## config.mk

```make
export PLATFORM = sky130hd
export DESIGN_NAME = id_stage_flat
export DESIGN_NICKNAME = d
export VERILOG_FILES = /design/src/rtl/id_stage_pkg.sv /design/src/rtl/id_stage_if.sv /design/src/rtl/id_stage_regfile.sv /design/src/rtl/id_stage.sv /design/src/flat_wrapper.sv
export SDC_FILE = /design/constraint.sdc
export NUM_CORES = 1
export LEC_CHECK = 0
export ABC_CLOCK_PERIOD_IN_PS = 34400
export BUFFER_PORTS_ARGS = -buffer_cell sky130_fd_sc_hd__buf_2
export CORE_MARGIN = 2
export CORE_UTILIZATION = 30
export DETAILED_ROUTE_END_ITERATION = 16
export HOLD_SLACK_MARGIN = 0.12
export SETUP_SLACK_MARGIN = 0.15
export SYNTH_ARGS = -nofsm -noshare
export SYNTH_HDL_FRONTEND = slang
export SYNTH_SLANG_ARGS = --single-unit
```

## constraint.sdc

```tcl
create_clock -name clk -period 34.4 [get_ports clk]
set_input_delay 3.44 -clock clk [delete_from_list [all_inputs] [get_ports clk]]
set_output_delay 3.44 -clock clk [all_outputs]
set_load 0.01 [all_outputs]
```

## src/rtl/id_stage_pkg.sv

```systemverilog
// Shared definitions for the VLIW decode stage: widths, opcodes,
// instruction layout, ID/EX register layout and the pipeline bubble.
package id_stage_pkg;

    localparam int DATA_W = 32;
    localparam int NREGS  = 8;
    localparam int REG_AW = 3;

    // ALU-slot ops occupy 0..7, MEM-slot ops 8..9; everything else is illegal.
    typedef enum logic [3:0] {
        OP_NOP  = 4'd0,
        OP_ADD  = 4'd1,
        OP_SUB  = 4'd2,
        OP_AND  = 4'd3,
        OP_OR   = 4'd4,
        OP_ADDI = 4'd5,
        OP_BRN  = 4'd6,
        OP_JMP  = 4'd7,
        OP_LW   = 4'd8,
        OP_SW   = 4'd9
    } op_e;

    // [15:12] op, [11:9] rd, [8:6] rs, [5:3] rt; imm6 = {rt, lo}, imm12 = [11:0].
    typedef struct packed {
        op_e              op;
        logic [REG_AW-1:0] rd;
        logic [REG_AW-1:0] rs;
        logic [REG_AW-1:0] rt;
        logic [2:0]        lo;
    } instr_t;

    typedef struct packed {
        logic              is_branch;
        logic [3:0]        alu_op;
        logic [DATA_W-1:0] alu_a;
        logic [DATA_W-1:0] alu_b;
        logic [REG_AW-1:0] alu_rd;
        logic              alu_reg_write;
        logic [DATA_W-1:0] mem_base;
        logic [DATA_W-1:0] mem_off;
        logic [DATA_W-1:0] mem_store_data;
        logic [REG_AW-1:0] mem_rd;
        logic              mem_read;
        logic              mem_write;
    } id_ex_t;

    // All enables clear and aluOp = NOP; data fields zero so reset and bubble match.
    localparam id_ex_t ID_EX_BUBBLE = '0;

    function automatic logic [DATA_W-1:0] sext6(input logic [5:0] v);
        return {{(DATA_W-6){v[5]}}, v};
    endfunction

endpackage

```

## src/rtl/id_stage_if.sv

```systemverilog
// ID/EX bundle handed from the decode stage to the EX stage.
interface id_stage_if;

    logic                            p2_isBranch;
    logic [3:0]                      p2_aluOp;
    logic [id_stage_pkg::DATA_W-1:0] p2_alu_a;
    logic [id_stage_pkg::DATA_W-1:0] p2_alu_b;
    logic [2:0]                      p2_alu_rd;
    logic                            p2_alu_regWrite;
    logic [id_stage_pkg::DATA_W-1:0] p2_mem_base;
    logic [id_stage_pkg::DATA_W-1:0] p2_mem_off;
    logic [id_stage_pkg::DATA_W-1:0] p2_mem_storeData;
    logic [2:0]                      p2_mem_rd;
    logic                            p2_mem_read;
    logic                            p2_mem_write;
    logic [id_stage_pkg::DATA_W-1:0] pc_branchTarget;

    modport master (
        output p2_isBranch, p2_aluOp, p2_alu_a, p2_alu_b, p2_alu_rd, p2_alu_regWrite,
               p2_mem_base, p2_mem_off, p2_mem_storeData, p2_mem_rd, p2_mem_read,
               p2_mem_write, pc_branchTarget
    );

    modport slave (
        input  p2_isBranch, p2_aluOp, p2_alu_a, p2_alu_b, p2_alu_rd, p2_alu_regWrite,
               p2_mem_base, p2_mem_off, p2_mem_storeData, p2_mem_rd, p2_mem_read,
               p2_mem_write, pc_branchTarget
    );

endinterface

```

## src/rtl/id_stage_regfile.sv

```systemverilog
// 8x32 register file: two write ports (port B wins on a collision),
// four asynchronous read ports that see same-cycle write data, r0 fixed at 0.
module regfile_2w4r
    import id_stage_pkg::*;
(
    input  logic              clk,
    input  logic              reset,
    input  logic              we_a,
    input  logic [REG_AW-1:0] wa_a,
    input  logic [DATA_W-1:0] wd_a,
    input  logic              we_b,
    input  logic [REG_AW-1:0] wa_b,
    input  logic [DATA_W-1:0] wd_b,
    input  logic [REG_AW-1:0] raddr [4],
    output logic [DATA_W-1:0] rdata [4]
);

    logic [DATA_W-1:0] regs_q [NREGS];
    logic [DATA_W-1:0] regs_d [NREGS];

    // Next register contents: port A first, then port B so it overrides; r0 pinned.
    // NOTE: start from the current contents so every path assigns regs_d and no latch is inferred.
    always_comb begin
        regs_d = regs_q;
        if (we_a) regs_d[wa_a] = wd_a;
        if (we_b) regs_d[wa_b] = wd_b;
        regs_d[0] = '0;
    end

    // Reads come from the next-state view, which gives write-through bypass for free.
    always_comb begin
        for (int i = 0; i < 4; i++) rdata[i] = regs_d[raddr[i]];
    end

    // Register storage.
    // NOTE: this array is small and architecturally must read 0 after reset, so it is reset
    //       explicitly; large RAM-style arrays would normally be left unreset.
    // NOTE: sequential state uses non-blocking assignments so all flops update together.
    always_ff @(posedge clk or posedge reset) begin
        if (reset) begin
            for (int i = 0; i < NREGS; i++) regs_q[i] <= '0;
        end else begin
            regs_q <= regs_d;
        end
    end

endmodule

```

## src/rtl/id_stage.sv

```systemverilog
// Decode / register-read stage of the 2-slot VLIW pipe: decodes both slots,
// detects illegal bundles and load-use hazards, resolves jumps and loads ID/EX.
module id_stage
    import id_stage_pkg::*;
(
    input  logic              clk,
    input  logic              reset,
    input  logic [15:0]       p1_aluInstr,
    input  logic [15:0]       p1_memInstr,
    input  logic [DATA_W-1:0] p1_pc,
    input  logic              ex_branchTaken,
    input  logic              wb_alu_we,
    input  logic [2:0]        wb_alu_rd,
    input  logic [DATA_W-1:0] wb_alu_data,
    input  logic              wb_mem_we,
    input  logic [2:0]        wb_mem_rd,
    input  logic [DATA_W-1:0] wb_mem_data,
    output logic              pcWrite,
    output logic              p1_pipeline_regWrite,
    output logic              p1_flush,
    output logic              isJump,
    output logic [DATA_W-1:0] pc_jumpTarget,
    output logic              isException,
    id_stage_if.master        ex
);

    instr_t            alu_i, mem_i;
    logic [REG_AW-1:0] rf_raddr [4];
    logic [DATA_W-1:0] rf_rdata [4];

    id_ex_t            id_ex_d, id_ex_q, dec;
    logic [DATA_W-1:0] pc_branch_target_d, pc_branch_target_q;

    logic alu_uses_rs, alu_uses_rt, alu_writes, alu_illegal, alu_is_jmp;
    logic mem_uses_rs, mem_uses_rt, mem_writes, mem_illegal;
    logic illegal, load_use, stall, squash;

    assign alu_i = p1_aluInstr;
    assign mem_i = p1_memInstr;

    // Read ports: 0/1 serve the ALU slot, 2/3 the MEM slot.
    always_comb begin
        rf_raddr[0] = alu_i.rs;
        rf_raddr[1] = alu_i.rt;
        rf_raddr[2] = mem_i.rs;
        rf_raddr[3] = mem_i.rt;
    end

    // The MEM writeback port is wired to port B so it wins a same-register collision.
    regfile_2w4r u_regfile (
        .clk   (clk),
        .reset (reset),
        .we_a  (wb_alu_we),
        .wa_a  (wb_alu_rd),
        .wd_a  (wb_alu_data),
        .we_b  (wb_mem_we),
        .wa_b  (wb_mem_rd),
        .wd_b  (wb_mem_data),
        .raddr (rf_raddr),
        .rdata (rf_rdata)
    );

    // Per-slot decode: source usage, destination writes, legality and ID/EX payload.
    always_comb begin
        dec         = ID_EX_BUBBLE;
        alu_uses_rs = 1'b0;
        alu_uses_rt = 1'b0;
        alu_writes  = 1'b0;
        alu_illegal = 1'b0;
        alu_is_jmp  = 1'b0;
        mem_uses_rs = 1'b0;
        mem_uses_rt = 1'b0;
        mem_writes  = 1'b0;
        mem_illegal = 1'b0;

        case (alu_i.op)
            OP_NOP: ;
            OP_ADD, OP_SUB, OP_AND, OP_OR, OP_ADDI: begin
                alu_uses_rs       = 1'b1;
                alu_uses_rt       = (alu_i.op != OP_ADDI);
                alu_writes        = 1'b1;
                dec.alu_op        = (alu_i.op == OP_ADDI) ? OP_ADD : alu_i.op;
                dec.alu_a         = rf_rdata[0];
                dec.alu_b         = (alu_i.op == OP_ADDI) ? sext6({alu_i.rt, alu_i.lo}) : rf_rdata[1];
                dec.alu_rd        = alu_i.rd;
                dec.alu_reg_write = (alu_i.rd != '0);
            end
            OP_BRN: begin
                alu_uses_rs   = 1'b1;
                alu_uses_rt   = 1'b1;
                dec.alu_op    = OP_SUB;
                dec.alu_a     = rf_rdata[0];
                dec.alu_b     = rf_rdata[1];
                dec.is_branch = 1'b1;
            end
            OP_JMP:  alu_is_jmp  = 1'b1;
            default: alu_illegal = 1'b1;
        endcase

        case (mem_i.op)
            OP_NOP: ;
            OP_LW: begin
                mem_uses_rs  = 1'b1;
                mem_writes   = 1'b1;
                dec.mem_base = rf_rdata[2];
                dec.mem_off  = sext6({mem_i.rt, mem_i.lo});
                dec.mem_rd   = mem_i.rd;
                dec.mem_read = (mem_i.rd != '0);
            end
            OP_SW: begin
                mem_uses_rs        = 1'b1;
                mem_uses_rt        = 1'b1;
                dec.mem_base       = rf_rdata[2];
                dec.mem_off        = sext6({mem_i.rt, mem_i.lo});
                dec.mem_store_data = rf_rdata[3];
                dec.mem_write      = 1'b1;
            end
            default: mem_illegal = 1'b1;
        endcase
    end

    // Hazard priority (taken branch > illegal > load-use > jump), IF control and ID/EX next state.
    always_comb begin
        illegal = alu_illegal || mem_illegal ||
                  (alu_writes && mem_writes && alu_i.rd == mem_i.rd && alu_i.rd != '0);

        load_use = id_ex_q.mem_read && (id_ex_q.mem_rd != '0) &&
                   ((alu_uses_rs && alu_i.rs == id_ex_q.mem_rd) ||
                    (alu_uses_rt && alu_i.rt == id_ex_q.mem_rd) ||
                    (mem_uses_rs && mem_i.rs == id_ex_q.mem_rd) ||
                    (mem_uses_rt && mem_i.rt == id_ex_q.mem_rd));

        stall  = load_use && !ex_branchTaken && !illegal;
        squash = ex_branchTaken || illegal || stall;

        isException          = illegal && !ex_branchTaken;
        isJump               = alu_is_jmp && !ex_branchTaken && !illegal && !stall;
        pc_jumpTarget        = {p1_pc[DATA_W-1:14], p1_aluInstr[11:0], 2'b00};
        pcWrite              = !stall;
        p1_pipeline_regWrite = !stall;
        p1_flush             = ex_branchTaken || illegal || isJump;

        id_ex_d            = squash ? ID_EX_BUBBLE : dec;
        pc_branch_target_d = pc_branch_target_q;
        if (!squash && dec.is_branch)
            pc_branch_target_d = p1_pc + (sext6({alu_i.rt, alu_i.lo}) << 2);
    end

    // ID/EX pipeline register and the branch target that travels with it.
    always_ff @(posedge clk or posedge reset) begin
        if (reset) begin
            id_ex_q            <= ID_EX_BUBBLE;
            pc_branch_target_q <= '0;
        end else begin
            id_ex_q            <= id_ex_d;
            pc_branch_target_q <= pc_branch_target_d;
        end
    end

    assign ex.p2_isBranch      = id_ex_q.is_branch;
    assign ex.p2_aluOp         = id_ex_q.alu_op;
    assign ex.p2_alu_a         = id_ex_q.alu_a;
    assign ex.p2_alu_b         = id_ex_q.alu_b;
    assign ex.p2_alu_rd        = id_ex_q.alu_rd;
    assign ex.p2_alu_regWrite  = id_ex_q.alu_reg_write;
    assign ex.p2_mem_base      = id_ex_q.mem_base;
    assign ex.p2_mem_off       = id_ex_q.mem_off;
    assign ex.p2_mem_storeData = id_ex_q.mem_store_data;
    assign ex.p2_mem_rd        = id_ex_q.mem_rd;
    assign ex.p2_mem_read      = id_ex_q.mem_read;
    assign ex.p2_mem_write     = id_ex_q.mem_write;
    assign ex.pc_branchTarget  = pc_branch_target_q;

endmodule

```

## src/flat_wrapper.sv

```systemverilog
// flat-port wrapper written by rule: the top's interface ports become plain ports
module id_stage_flat import id_stage_pkg::*;
  (clk, reset, p1_aluInstr, p1_memInstr, p1_pc, ex_branchTaken, wb_alu_we, wb_alu_rd, wb_alu_data, wb_mem_we, wb_mem_rd, wb_mem_data, pcWrite, p1_pipeline_regWrite, p1_flush, isJump, pc_jumpTarget, isException, ex_p2_isBranch, ex_p2_aluOp, ex_p2_alu_a, ex_p2_alu_b, ex_p2_alu_rd, ex_p2_alu_regWrite, ex_p2_mem_base, ex_p2_mem_off, ex_p2_mem_storeData, ex_p2_mem_rd, ex_p2_mem_read, ex_p2_mem_write, ex_pc_branchTarget);
  id_stage_if ex_i ();
  input  logic clk;
  input  logic reset;
  input  logic [15:0] p1_aluInstr;
  input  logic [15:0] p1_memInstr;
  input  logic [DATA_W-1:0] p1_pc;
  input  logic ex_branchTaken;
  input  logic wb_alu_we;
  input  logic [2:0] wb_alu_rd;
  input  logic [DATA_W-1:0] wb_alu_data;
  input  logic wb_mem_we;
  input  logic [2:0] wb_mem_rd;
  input  logic [DATA_W-1:0] wb_mem_data;
  output logic pcWrite;
  output logic p1_pipeline_regWrite;
  output logic p1_flush;
  output logic isJump;
  output logic [DATA_W-1:0] pc_jumpTarget;
  output logic isException;
  output wire logic [$bits(ex_i.p2_isBranch)-1:0] ex_p2_isBranch;
  output wire logic [$bits(ex_i.p2_aluOp)-1:0] ex_p2_aluOp;
  output wire logic [$bits(ex_i.p2_alu_a)-1:0] ex_p2_alu_a;
  output wire logic [$bits(ex_i.p2_alu_b)-1:0] ex_p2_alu_b;
  output wire logic [$bits(ex_i.p2_alu_rd)-1:0] ex_p2_alu_rd;
  output wire logic [$bits(ex_i.p2_alu_regWrite)-1:0] ex_p2_alu_regWrite;
  output wire logic [$bits(ex_i.p2_mem_base)-1:0] ex_p2_mem_base;
  output wire logic [$bits(ex_i.p2_mem_off)-1:0] ex_p2_mem_off;
  output wire logic [$bits(ex_i.p2_mem_storeData)-1:0] ex_p2_mem_storeData;
  output wire logic [$bits(ex_i.p2_mem_rd)-1:0] ex_p2_mem_rd;
  output wire logic [$bits(ex_i.p2_mem_read)-1:0] ex_p2_mem_read;
  output wire logic [$bits(ex_i.p2_mem_write)-1:0] ex_p2_mem_write;
  output wire logic [$bits(ex_i.pc_branchTarget)-1:0] ex_pc_branchTarget;
  assign ex_p2_isBranch = ex_i.p2_isBranch;
  assign ex_p2_aluOp = ex_i.p2_aluOp;
  assign ex_p2_alu_a = ex_i.p2_alu_a;
  assign ex_p2_alu_b = ex_i.p2_alu_b;
  assign ex_p2_alu_rd = ex_i.p2_alu_rd;
  assign ex_p2_alu_regWrite = ex_i.p2_alu_regWrite;
  assign ex_p2_mem_base = ex_i.p2_mem_base;
  assign ex_p2_mem_off = ex_i.p2_mem_off;
  assign ex_p2_mem_storeData = ex_i.p2_mem_storeData;
  assign ex_p2_mem_rd = ex_i.p2_mem_rd;
  assign ex_p2_mem_read = ex_i.p2_mem_read;
  assign ex_p2_mem_write = ex_i.p2_mem_write;
  assign ex_pc_branchTarget = ex_i.pc_branchTarget;
  id_stage u_core (.clk(clk), .reset(reset), .p1_aluInstr(p1_aluInstr), .p1_memInstr(p1_memInstr), .p1_pc(p1_pc), .ex_branchTaken(ex_branchTaken), .wb_alu_we(wb_alu_we), .wb_alu_rd(wb_alu_rd), .wb_alu_data(wb_alu_data), .wb_mem_we(wb_mem_we), .wb_mem_rd(wb_mem_rd), .wb_mem_data(wb_mem_data), .pcWrite(pcWrite), .p1_pipeline_regWrite(p1_pipeline_regWrite), .p1_flush(p1_flush), .isJump(isJump), .pc_jumpTarget(pc_jumpTarget), .isException(isException), .ex(ex_i));
endmodule
```

==> metrics.md, run 1 <==
| Metric | Value |
|---|---|
| Status | `finished, final reports clean` |
| Num CTS Buffers | `48` |
| Worst Skew | `18.0 ps` |
| Area fraction of the dominant cell type after synthesis | `39.4%` |
| CTS tree | `built` |
| Worst slew margin | `21.7%` |
| Post-layout min period | `9120 ps` |
| Tightest Hold Check Type | `flop to flop` |
| Post-synthesis cell type count | `75` |
| Worst Slack Setup Final | `25280 ps` |
| Register area share after synthesis | `39.4%` |
| Cell family with most CP delay | `buffers and inverters` |
| Placed insts | `3841` |
| Die Y | `297 um` |
| Number of hold violations in the final report | `0` |
| Least-Margin Pin Slew | `~1200 ps` |
| Top cells by area, synth | `dfrtp_1 (39%), mux2i_1 (12%), mux4_2 (11%)` |
| Critical path endpoint category | `output pin` |
| Setup TNS | `0 ps` |
| Post-CTS Resized | `0` |
| Tcrit/Tclk final | `a little over a quarter` |
| Crit path arrival time | `between 5000 and 6000 ps` |
| Final nets | `2916` |
| Setup violators final | `0` |
| Maximum vdd drop | `0.0344 mV` |
| Non-Filler Instances | `3939` |
| Post-Syn Area | `25700 um2` |
| Root Driver | `clkbuf_16` |
| P&R area growth vs syn | `15.8%` |
| Worst Path Max Fanout | `62` |
| Max Fclk | `0.110 GHz` |
| Sink Count | `slightly above 400` |
| PD cells | `49.9 nW/um2` |
| Full die area | `slightly below 90000 um2` |
| Total wire length | `100 mm` |
| Htree depth | `2` |
| Synth area leader | `dfrtp_1` |
| Crit start category | `input port` |
| Synth top cells by count | `dfrtp_1 (404), mux2i_1 (317), inv_1 (222)` |
| Kind of critical path | `input port to output pin` |
| Largest net degree at the start of global routing | `about 140` |
| Main synth FF type | `dfrtp_1` |
| Via Count | `approximately 22000` |
| Initial antenna violation count | `29` |
| Vias in the first global route | `21094` |
| Fraction of registers with async set/reset | `between 90% and 100%` |
| Maximum clock path buffer count | `3` |
| Yosys reg bits | `slightly above 400` |
| Worst-Skew Late Latency | `610 ps` |
| I/O Pins | `about 380` |
| CP Buf/Inv Count | `3` |
| Die X | `297 um` |
| GPL Wtd Cong | `0.836` |
| Drt via density | `approximately 5.6` |
| Layout cell share with drive strength beyond 1 | `23.8%` |
| Placed Area | `28200 um2` |
| Post-synth EDFFs | `0` |
| RSZ-0062 raised after global routing | `no` |
| Drt drc | `0` |
| First DRT Iteration DRCs | `2140` |
| Port Buffer Count | `379` |
| Ys Warns | `0` |
| P_leak | `14.8 nW` |
| Wire per inst | `25.5 um` |
| GRT Overall Usage | `22.3%` |
| Worst EP required | `30960 ps` |
| Cell Chain, Critical Path | `buf_2 -> buf_4 -> xnor2_1 -> nand4_1 -> a21oi_1 -> o21ba_4 -> nand2b_1 -> nor3_1 -> nand2b_1 -> buf_2` |
| Hpwl dp | `62.0 mm` |
| Hold-fix buffers, CTS | `0` |
| Clock-pin slew on the worst setup and hold paths | `60 ps` |
| Number of setup buffers added after CTS | `0` |
| WHS | `approximately 470 ps` |
| Drt first pass iters | `6` |
| Setup WS pre-CTS | `around 25000 ps` |
| Slew Viols, Final | `0` |
| Count leader, synth | `dfrtp_1` |
| Finished Cell Area | `29700 um2` |
| Initial Util | `30.2%` |
| Mapped Cells | `2537` |
| First-pass GRT wire length | `145 mm` |
| Num rows | `107` |
| Core area | `85000 um2` |
| Final ANT Viol Nets | `0` |
| Max Cap Violations | `0` |
| Max stage delay on crit path | `700 ps` |
| Syn Area/Cell | `10.1 um2` |
| CP max-delay cell | `buf_4` |
| GR Overflow Total | `0` |
| Filler instances | `8612` |
==> tightest hold or removal path: cells and delay by family, from the launching register on <==
| kind | cells | cell delay, ps |
|---|---|---|
| flops | 1 | 340 |
| simple gates | 2 | 100 |
==> flip-flops by register name, indices dropped and copies added (netlist names), 4 cells and up <==
register / cells
u_core.ex.p2_alu_b: 32
u_core.ex.p2_mem_off: 6
u_core.u_regfile.regs_q: 224
u_core.ex.pc_branchTarget: 32
u_core.ex.p2_mem_base: 32
u_core.ex.p2_aluOp: 4
u_core.ex.p2_alu_a: 32
u_core.ex.p2_mem_storeData: 32
==> routing by layer <==
| layer | wire, um | GRT usage (%) | share of wire (%) | vias to the layer above |
|---|---|---|---|---|
| li1 | - | - | - | 9625 |
| met1 | 40400 | 30.0 | 40 | 10899 |
| met2 | 46100 | 34.9 | 46 | 1315 |
| met3 | 10100 | 5.81 | 10 | 235 |
| met4 | 3600 | 7.67 | 3.6 | 24 |
| met5 | 163 | 0 | 0.16 | - |
==> report_power, final <==
group / switching, W / internal [W] / leakage [nW] / total, W
clock network: 0.000214 / 0.000294 / 0.745 / 0.000508
registers: 0.0000169 / 0.000537 / 5.12 / 0.000554
logic: 0.000244 / 0.000178 / 8.97 / 0.000421
==> cells by family (layout without fill, tap and decap cells) <==
family | after synthesis | after routing | share of synthesized area (%)
other cells | 1 | 16 | 0.0146
buf+inv | 488 | 731 | 8.46
simple gates | 482 | 482 | 8.30
xor+xnor | 33 | 33 | 1.13
compound gates | 650 | 650 | 17.5
fa+ha+maj | 30 | 30 | 1.49
flops | 404 | 404 | 39.4
mux | 449 | 449 | 23.7
==> placed cells by master (no fill, tap or decap), types with 31 or more instances in the layout <==
| cell type | Yosys | layout |
|---|---|---|
| dfrtp_1 | 404 | 404 |
| a221oi_1 | 92 | 92 |
| a21oi_1 | 69 | 69 |
| o21a_1 | 31 | 31 |
| mux4_2 | 122 | 122 |
| o21ai_0 | 150 | 150 |
| a211oi_1 | 97 | 97 |
| clkbuf_16 | 0 | 48 |
| a21o_1 | 69 | 69 |
| inv_1 | 222 | 221 |
| buf_2 | 49 | 372 |
| buf_4 | 70 | 48 |
| nor2_1 | 158 | 155 |
| nand2_1 | 211 | 209 |
| mux2i_1 | 317 | 317 |
==> metrics by stage <==
stage                     utilization (%)  total power, W
final                                35.0         0.00148
after global routing                 34.9         0.00156
after CTS                            34.9         0.00149
after detailed placement             33.1        0.000977
after global placement               33.1        0.000968
after floorplan                         -        0.000870
==> cell type report <==
cell class / instances / area, um2 / area share (%)
clock inverter: 7 / 95.1 / 0.320
sequential: 404 / 10100 / 34.0
inverter: 225 / 855 / 2.87
multi-input combinational: 1647 / 13500 / 45.5
tap: 1144 / 1430 / 4.81
clock buffer: 78 / 1440 / 4.86
antenna: 13 / 32.5 / 0.109
timing repair buffer: 421 / 2240 / 7.54
==> worst paths after layout <==
check | from | end | slack (ps) | cells past startpoint
setup / recovery | p1_memInstr[5] | p1_flush | 25280 | 10
hold / removal | u_core.ex.pc_branchTarget[31]$_DFFE_PP0P_ | u_core.ex.pc_branchTarget[31]$_DFFE_PP0P_ | 470 | 2
setup reg to reg | u_core.ex.p2_mem_rd[2]$_DFF_PP0_ | u_core.ex.p2_mem_storeData[18]$_DFF_PP0_ | 31330 | 8
hold reg to reg | u_core.ex.pc_branchTarget[31]$_DFFE_PP0P_ | u_core.ex.pc_branchTarget[31]$_DFFE_PP0P_ | 470 | 2
max in group asynchronous | reset | u_core.ex.pc_branchTarget[11]$_DFFE_PP0P_ | 29350 | 4
min in group asynchronous | reset | u_core.ex.p2_alu_b[18]$_DFF_PP0_ | 2920 | 2
Power figures use the tool's default switching activity.
==> inputs of run 2 (changes only) <==
--- a/config.mk
+++ b/config.mk
@@ -5,7 +5,7 @@
 export SDC_FILE = /design/constraint.sdc
 export NUM_CORES = 1
 export LEC_CHECK = 0
-export ABC_CLOCK_PERIOD_IN_PS = 34400
+export ABC_CLOCK_PERIOD_IN_PS = 7950
 export BUFFER_PORTS_ARGS = -buffer_cell sky130_fd_sc_hd__buf_2
 export CORE_MARGIN = 2
 export CORE_UTILIZATION = 30
==> constraint.sdc (replaced) <==
create_clock -name clk -period 7.95 [get_ports clk]
set_input_delay 0.795 -clock clk [delete_from_list [all_inputs] [get_ports clk]]
set_output_delay 0.795 -clock clk [all_outputs]
set_load 0.01 [all_outputs]
==> run 2 against run 1 <==
Against the previous run: sequential power grew to 4.3 times the previous value; first-iteration DRC count is 7.2% higher; setup slack worse by 21000 ps; critical path depth stayed put; sequential cell count stayed put; critical path type unchanged; largest power group is now the clock network.
==> metrics.md, run 2 (synthesis results as in run 1) <==
| Metric | Value |
|---|---|
| Area of the multi-input gates | `13500 um2 (about the same)` |
| Status | `finished, final reports clean (unchanged)` |
| Layout cell share with drive strength beyond 1 | `24.6% (was 23.8%)` |
| Slew Viols, Final | `0 (unchanged)` |
| Vias in the first global route | `21539 (was 21094)` |
| GR Overflow Total | `0 (unchanged)` |
| Worst slew margin | `13.2% (was 21.7%)` |
| Htree depth | `2 (unchanged)` |
| WHS | `238 ps (was 473 ps)` |
| Worst-Skew Late Latency | `670 ps (was 610 ps)` |
| Maximum clock path buffer count | `3 (unchanged)` |
| P_leak | `15.0 nW (was 14.8 nW)` |
| Setup TNS | `0 ps (unchanged)` |
| Crit start category | `input port (unchanged)` |
| Biggest register | `u_core.u_regfile.regs_q (unchanged)` |
| Initial Util | `30.2% (unchanged)` |
| Placed Area | `28200 um2 (about the same)` |
| Clock-pin slew on the worst setup and hold paths | `60 ps (about the same)` |
| Final ANT Viol Nets | `0 (unchanged)` |
| NetSw | `0.00216 W (was 0.000475 W)` |
| Wire per inst | `26.0 um (was 25.5 um)` |
| Max reg flops | `224 (unchanged)` |
| Maximum vdd drop | `0.200 mV (was 0.0344 mV)` |
| Kind of critical path | `input port to output pin (unchanged)` |
| Number of hold violations in the final report | `0 (unchanged)` |
| Non-Filler Instances | `3948 (was 3939)` |
| Worst Path Max Fanout | `41 (was 62)` |
| Via Count | `22145 (was 22098)` |
| Most common cell after layout, fill and taps aside | `dfrtp_1 (unchanged)` |
| Total wire length | `103 mm (was 100 mm)` |
| RSZ-0062 raised after global routing | `no (unchanged)` |
| CTS tree | `built (unchanged)` |
| Finished Cell Area | `30000 um2 (was 29700 um2)` |
| Gate power share | `27.2% (was 28.4%)` |
| Setup slack, reg-to-reg | `4990 ps (was 31330 ps)` |
| Switching share of total power | `32.0% (about the same)` |
| Hold-fix buffers, CTS | `0 (unchanged)` |
| Setup WS pre-CTS | `3750 ps (was 25310 ps)` |
| Worst Skew | `72.9 ps (was 18.0 ps)` |
| Max Cap Violations | `0 (unchanged)` |
| Worst r2r src | `u_core.ex.p2_mem_rd[2]$_DFF_PP0_ (unchanged)` |
| Tcrit/Tclk final | `52.3%` |
| Largest net degree at the start of global routing | `146 (was 139)` |
| Die Y | `297 um (unchanged)` |
| Die X | `297 um (unchanged)` |
| Register area | `10100 um2 (unchanged)` |
| R2r endpoint | `u_core.ex.p2_alu_b[20]$_DFF_PP0_ (was u_core.ex.p2_mem_storeData[18]$_DFF_PP0_)` |
| Core area | `85000 um2 (unchanged)` |
| P&R area growth vs syn | `17.0% (was 15.8%)` |
| Port Buffer Count | `379 (unchanged)` |
| Root Driver | `clkbuf_16 (unchanged)` |
| Most frequent cells in the layout | `dfrtp_1 (404), buf_2 (372), mux2i_1 (317), inv_1 (221), nand2_1 (209) (unchanged)` |
| Crit path arrival time | `3370 ps (was 5680 ps)` |
| Num CTS Buffers | `50 (was 48)` |
| Initial antenna violation count | `22 (was 29)` |
| Internal power | `0.00459 W (was 0.00101 W)` |
| Sink Count | `404 (unchanged)` |
| GRT Overall Usage | `23.0% (was 22.3%)` |
| Placed insts | `3846 (was 3841)` |
| Drt drc | `0 (unchanged)` |
| Post-layout min period | `4160 ps` |
| Post-CTS Resized | `0 (unchanged)` |
| GPL Wtd Cong | `0.860 (was 0.836)` |
| Reg power frac | `35.5% (was 37.4%)` |
| Worst Slack Setup Final | `3790 ps (was 25280 ps)` |
| Least-Margin Pin Slew | `1300 ps (was 1170 ps)` |
| Tightest Hold Check Type | `input port to asynchronous set/reset pin (was flop to flop)` |
| Filler instances | `8568 (was 8612)` |
| First-pass GRT wire length | `148 mm (was 145 mm)` |
| Drt via density | `5.61 (about the same)` |
| First DRT Iteration DRCs | `2295 (was 2140)` |
| Num rows | `107 (unchanged)` |
| Clk pwr share | `37.3% (was 34.3%)` |
| Final nets | `2923 (was 2916)` |
| FF-to-FF path depth | `7 (was 8)` |
| I/O Pins | `382 (unchanged)` |
| Critical path endpoint category | `output pin (unchanged)` |
| Drt first pass iters | `6 (unchanged)` |
| Setup violators final | `0 (unchanged)` |
| Hpwl dp | `62.7 mm (was 62.0 mm)` |
| Worst EP required | `7150 ps (was 30960 ps)` |
| PD cells | `225 nW/um2 (was 49.9 nW/um2)` |
| Max Fclk | `about 0.24 GHz` |
| Full die area | `87900 um2 (unchanged)` |
| Number of setup buffers added after CTS | `0 (unchanged)` |
==> run 2: cell count changes in the layout (fill, tap and decap cells not counted), moves of 2 or more <==
cell / delta
bufinv_16: +6
diode_2: -4
clkinv_4: +2
clkinv_2: +10
clkbuf_8: -2
clkinv_16: +3
buf_4: +5
clkbuf_16: +2
clkinvlp_4: +2
clkbuf_1: -11
==> run 2: worst max-delay path: stages <==
cell and delay [ps]:
buf_4 430, buf_4 660, xnor2_1 130, nand3_1 110
a21oi_1 90, o21ba_4 250, nand2b_1 180, nor3_1 370
nand2b_1 160, buf_2 130
==> run 2: worst max-delay path by stage <==
stage	slack, ps	startpoint	depth (start not counted)	end
floorplan	1710	reset	1	u_core.ex.p2_aluOp[0]$_DFF_PP0_
global placement	3800	p1_memInstr[7]	10	u_core.ex.pc_branchTarget[21]$_DFFE_PP0P_
detailed placement	3750	p1_memInstr[7]	10	u_core.ex.pc_branchTarget[21]$_DFFE_PP0P_
CTS	3860	p1_memInstr[7]	10	p1_flush
global route	3700	p1_memInstr[7]	10	p1_flush
finish	3790	p1_memInstr[7]	10	p1_flush
==> run 2: per-layer routing <==
layer  vias up  track usage (%)  share of wire [%]
met2      1268             35.9                 46
met4        24             8.11                3.5
met5         -                0               0.14
met3       262             6.37                 10
met1     10988             30.5                 40
li1       9603                -                  -
==> run 2: cell type report <==
| type | count | share of cell area, % |
|---|---|---|
| Antenna cell | 9 | 0.0750 |
| Sequential cell | 404 | 33.7 |
| Timing Repair Buffer | 426 | 7.59 |
| Inverter | 225 | 2.83 |
| Multi-Input combinational cell | 1647 | 45.0 |
| Clock inverter | 26 | 1.32 |
| Clock buffer | 67 | 4.75 |
| Tap cell | 1144 | 4.77 |
==> run 2: power groups by stage <==
| stage | logic (W) | registers (W) | clock network, W |
|---|---|---|---|
| final | 0.00184 | 0.00240 | 0.00252 |
| after global routing | 0.00202 | 0.00242 | 0.00264 |
| after CTS | 0.00182 | 0.00240 | 0.00256 |
| after detailed placement | 0.00180 | 0.00244 | 0 |
| after global placement | 0.00178 | 0.00243 | 0 |
| after floorplan | 0.00133 | 0.00243 | 0 |
==> run 2: through the flow <==
stage | utilization [%] | total power (W)
6_report | 35.3 | 0.00675
5_1_grt | 35.3 | 0.00708
4_1_cts | 35.3 | 0.00678
3_5_place_dp | 33.2 | 0.00424
3_3_place_gp | 33.2 | 0.00421
2_1_floorplan | - | 0.00377
